[src/rtl/sync_fifo_pkg.sv]
// Shared sizing helpers and status type for the parametrised single-clock FIFO.
package sync_fifo_pkg;

    function automatic int clog2_min1(input int v);
        int r;
        r = 0;
        for (int i = 0; i < 31; i++)
            if ((1 << i) < v) r = i + 1;
        return (r < 1) ? 1 : r;
    endfunction

    function automatic int addr_w(input int depth);
        return clog2_min1(depth);
    endfunction

    // One extra bit so the count can represent a completely full FIFO.
    function automatic int cnt_w(input int depth);
        return clog2_min1(depth) + 1;
    endfunction

    typedef struct packed {
        logic empty;
        logic full;
        logic almost_empty;
        logic almost_full;
    } fifo_status_t;

endpackage

[src/rtl/fifo_ptr.sv]
// Wrap-bit pointer: ADDR_W address bits plus an MSB that toggles every pass.
module fifo_ptr #(
    parameter int PTR_W = 5
) (
    input  logic             clk,
    input  logic             reset_n,
    input  logic             inc,
    output logic [PTR_W-1:0] ptr
);

    always_ff @(posedge clk) begin
        if (!reset_n)  ptr <= '0;
        else if (inc)  ptr <= ptr + PTR_W'(1);
    end

endmodule

[src/rtl/sync_fifo_param.sv]
// Single-clock FIFO with occupancy count, almost thresholds, read-valid strobe
// and sticky overflow/underflow flags.
module sync_fifo_param
    import sync_fifo_pkg::*;
#(
    parameter int WIDTH         = 8,
    parameter int DEPTH         = 16,
    parameter int AFULL_THRESH  = 14,
    parameter int AEMPTY_THRESH = 2
) (
    input  logic                   clk,
    input  logic                   reset_n,
    input  logic                   wr,
    input  logic                   rd,
    input  logic [WIDTH-1:0]       data_in,
    input  logic                   clr_err,
    output logic [WIDTH-1:0]       data_out,
    output logic                   data_valid,
    output logic [$clog2(DEPTH):0] count,
    output logic                   empty,
    output logic                   full,
    output logic                   almost_empty,
    output logic                   almost_full,
    output logic                   overflow,
    output logic                   underflow
);

    localparam int ADDR_W = addr_w(DEPTH);
    localparam int CNT_W  = cnt_w(DEPTH);

    if (DEPTH < 2 || (DEPTH & (DEPTH - 1)) != 0) begin : g_bad_depth
        $fatal(1, "sync_fifo_param: DEPTH must be a power of 2 and at least 2");
    end
    if (AFULL_THRESH < 1 || AFULL_THRESH > DEPTH) begin : g_bad_afull
        $fatal(1, "sync_fifo_param: AFULL_THRESH out of range");
    end
    if (AEMPTY_THRESH < 0 || AEMPTY_THRESH > DEPTH - 1) begin : g_bad_aempty
        $fatal(1, "sync_fifo_param: AEMPTY_THRESH out of range");
    end
    if (WIDTH < 1) begin : g_bad_width
        $fatal(1, "sync_fifo_param: WIDTH must be at least 1");
    end

    logic [WIDTH-1:0]  mem [DEPTH];
    logic [CNT_W-1:0]  wr_ptr, rd_ptr;
    fifo_status_t      st;
    logic              wr_en, rd_en;

    // Flags come straight from the registered count, so a same-cycle read
    // never frees room for a write and vice versa.
    assign st.empty        = (count == '0);
    assign st.full         = (count == CNT_W'(DEPTH));
    assign st.almost_empty = (count <= CNT_W'(AEMPTY_THRESH));
    assign st.almost_full  = (count >= CNT_W'(AFULL_THRESH));

    assign empty        = st.empty;
    assign full         = st.full;
    assign almost_empty = st.almost_empty;
    assign almost_full  = st.almost_full;

    assign wr_en = wr && !st.full;
    assign rd_en = rd && !st.empty;

    fifo_ptr #(.PTR_W(CNT_W)) u_wr_ptr (
        .clk     (clk),
        .reset_n (reset_n),
        .inc     (wr_en),
        .ptr     (wr_ptr)
    );

    fifo_ptr #(.PTR_W(CNT_W)) u_rd_ptr (
        .clk     (clk),
        .reset_n (reset_n),
        .inc     (rd_en),
        .ptr     (rd_ptr)
    );

    always_ff @(posedge clk) begin
        if (reset_n && wr_en) mem[wr_ptr[ADDR_W-1:0]] <= data_in;
    end

    always_ff @(posedge clk) begin
        if (!reset_n) begin
            data_out   <= '0;
            data_valid <= 1'b0;
        end else begin
            data_valid <= rd_en;
            if (rd_en) data_out <= mem[rd_ptr[ADDR_W-1:0]];
        end
    end

    always_ff @(posedge clk) begin
        if (!reset_n) begin
            count <= '0;
        end else begin
            case ({wr_en, rd_en})
                2'b10:   count <= count + CNT_W'(1);
                2'b01:   count <= count - CNT_W'(1);
                default: count <= count;
            endcase
        end
    end

    // A new error in the same cycle as clr_err keeps the flag set.
    always_ff @(posedge clk) begin
        if (!reset_n) begin
            overflow  <= 1'b0;
            underflow <= 1'b0;
        end else begin
            if (wr && st.full)   overflow <= 1'b1;
            else if (clr_err)    overflow <= 1'b0;
            if (rd && st.empty)  underflow <= 1'b1;
            else if (clr_err)    underflow <= 1'b0;
        end
    end

    count_matches_ptrs: assert property (@(posedge clk) disable iff (!reset_n)
        count == CNT_W'(wr_ptr - rd_ptr));

endmodule

[config.mk]
export PLATFORM = sky130hd
export DESIGN_NAME = sync_fifo_param
export DESIGN_NICKNAME = d
export VERILOG_FILES = /design/src/rtl/sync_fifo_pkg.sv /design/src/rtl/fifo_ptr.sv /design/src/rtl/sync_fifo_param.sv
export SDC_FILE = /design/constraint.sdc
export NUM_CORES = 1
export LEC_CHECK = 0
export CAP_MARGIN = 20
export CORE_UTILIZATION = 50
export CTS_BUF_LIST = sky130_fd_sc_hd__clkbuf_8
export DETAILED_ROUTE_END_ITERATION = 8
export PLACE_DENSITY_LB_ADDON = 0.3
export SETUP_SLACK_MARGIN = 0.4
export SYNTH_ARGS = -nofsm -noshare
export SYNTH_HDL_FRONTEND = slang
export SYNTH_HIERARCHICAL = 1
export SYNTH_SLANG_ARGS = --single-unit
[constraint.sdc]
create_clock -name clk -period 7.8 [get_ports clk]
set_clock_uncertainty 0.1 [all_clocks]
set_input_delay 1.56 -clock clk [delete_from_list [all_inputs] [get_ports clk]]
set_output_delay 1.56 -clock clk [all_outputs]
set_load 0.02 [all_outputs]
==> reports/metrics.csv <==
stage,metric,value,unit
worst_setup_path,timing.rr.start,count[1],
clock_network,cts_resized,0,
grt,antenna_found_initial,0,
worst_setup_path,critPathLaunchType,input port,
clock_network,cts_hold_buf,0,
die,start_util,51.1,%
synthesis,synthesis.area,0.00611,mm2
grt,grt_pass1_wl,18.7,mm
min_path,min_to,data_out[6],
detailed_routing,avgViaCountPerCell,5.82,
timing,fin_hold_ws,432,ps
timing,post-route-min-period,3820,ps
clock_network,h-tree-depth,4,
synthesis,ys_warn_count,6,
worst_setup_path,cp.required,7770,ps
grt,gr-total-overflow,0,
timing,drv_slew,0,
layout,drive_gt1_share,7.85,%
timing,maxSlewHeadroom,26.1,%
synthesis,synthesis.nets,417,
placement,placement.io_buffers,32,
worst_setup_path,critPathSlowestCell,clkdlybuf4s50_1,
job,drv_cap,0,
timing,tightestPinTransition,1110,ps
detailed_routing,vias,3453,
layout,final_area,0.00690,mm2
timing,fmax,261,MHz
die,io_pins,33,
synthesis,syn_area_per_cell,15.4,um2
die,die_area,0.0127,mm2
placement,place_area,0.00650,mm2
grt,grt_use_total,20.5,%
worst_setup_path,cp-end-kind,flop,
layout,multi_input_area,0.00163,mm2
die,die_x,113,um
pwr,vdd_drop_max,150,uV
synthesis,syn-instance-count,397,
timing,min_period_over_period,49.0,%
clock_network,worstSkewPairLatency,430,ps
layout,finalNetCount,454,
placement,place.gp.congestion,0.874,
detailed_routing,dr.pass1.iters,5,
min_path,holdPathStages,2,
min_path,hp-class,reg -> reg,
timing,final-hold-violation-count,0,
clock_network,cts_sinks,152,
status,status,"complete, no violations",
detailed_routing,drc,0,
clock_network,cts_tree,built,
worst_setup_path,reg2reg_slack,4800,ps
detailed_routing,detail_route.wl_per_cell,20.5,um
worst_setup_path,worstPathCellList,clkdlybuf4s50_1 -> and3_4 -> or3b_4 -> nor2_1,
layout,area_growth,12.9,%
pwr,powerDensity,288,mW/mm2
pwr,p_leak,2.18,nW
die,core,0.0120,mm2
placement,hpwl,8.18,mm
worst_setup_path,cp.arrival,3800,ps
worst_setup_path,cp_slowest_stage_delay,920,ps
timing,finalSetupViolCount,0,
grt,grt_max_degree,67,
timing,fin_tns_setup,0,ps
worst_setup_path,worstSetupPathType,in -> reg,
clock_network,cts_buffers,17,
detailed_routing,first_iter_violations,285,
detailed_routing,antenna_left,0,
worst_setup_path,reg2reg_depth,12,
grt,grt_pass1_vias,3339,
clock_network,cts_root_buffer,clkbuf_8,
timing,rsz0062_at_grt,false,
clock_network,postCtsSetupBuffers,0,
clock_network,cts_max_path_buffers,2,
layout,antenna_cells,0,
die,row_count,40,
detailed_routing,routed_wl,12.1,mm
clock_network,path_clk_slew,70,ps
min_path,hold_path_startpoint,data_out[6],
layout,fillers,949,
layout,regArea,0.00433,mm2
worst_setup_path,crit_path_max_fanout,24,
die,die_h,113,um
worst_setup_path,r2r_end,count[4],
## worst max-delay path by stage
| stage | to | cells past startpoint | slack, ps | from |
|---|---|---|---|---|
| 3_5_place_dp | mem[3][5] | 4 | 3340 | reset_n |
| 4_1_cts | mem[3][5] | 4 | 3810 | reset_n |
| 2_1_floorplan | count[4] | 11 | 4240 | rd |
| 3_3_place_gp | mem[3][5] | 4 | 3510 | reset_n |
| 5_1_grt | mem[4][4] | 4 | 3810 | reset_n |
| 6_report | mem[8][4] | 4 | 3980 | reset_n |
## power breakdown
part           total, mW  switching (mW)  internal, mW  leakage [nW]
registers          0.989          0.0572         0.932          1.35
logic              0.433           0.241         0.192         0.624
clock network      0.568           0.262         0.306         0.207
total               1.99           0.560          1.43          2.18
## flip-flops by register name (all words and copies together) (netlist names)
name          cells
mem             128
u_wr_ptr/ptr      4
data_out          8
data_valid        1
underflow         1
count             5
overflow          1
u_rd_ptr/ptr      4
## layer usage
layer / global-route usage [%] / routed length [um] / vias to the layer above
li1: - / - / 1612
met1: 25.7 / 4980 / 1697
met2: 33.5 / 6060 / 110
met3: 5.40 / 737 / 34
met4: 9.33 / 360 / 0
met5: 0 / 0 / -
## critical path: cells and delay by family
kind	cells	cell delay, ps
simple gates	3	1310
buf+inv	1	920
## metrics by stage
| stage | total power [mW] | utilization (%) | instances | setup slack [ps] |
|---|---|---|---|---|
| 2_1_floorplan | 1.27 | - | 397 | 4240 |
| 3_3_place_gp | 1.42 | 54.4 | 559 | 3510 |
| 3_5_place_dp | 1.44 | 54.4 | 559 | 3340 |
| 4_1_cts | 2.00 | 57.5 | 590 | 3810 |
| 5_1_grt | 2.07 | 57.7 | 593 | 3810 |
| 6_report | 1.99 | 57.7 | 593 | 3980 |
## final cells by class
type / instances / area share [%]
Inverter: 9 / 0.490
Sequential cell: 152 / 62.7
Tap cell: 147 / 2.67
Timing Repair Buffer: 36 / 5.01
Multi-Input combinational cell: 218 / 23.6
Clock buffer: 17 / 3.39
Clock inverter: 14 / 2.09
## cell usage in the layout (no fill, tap or decap), types with 3 or more instances in the layout
cell	instances
a21oi_1	12
and2_1	5
bufinv_16	3
clkbuf_8	17
clkdlybuf4s50_1	32
clkinv_1	3
dfxtp_1	23
edfxtp_1	128
ha_1	6
inv_1	13
mux2i_1	69
nand2_1	11
nand2b_1	5
nand3_1	3
nand3b_1	7
nor2_1	18
nor2b_1	4
nor3_1	3
nor4_1	8
o21ai_0	3
o21ai_1	9
o22ai_1	32
xnor2_1	3
(Power assumes the default switching activity.)
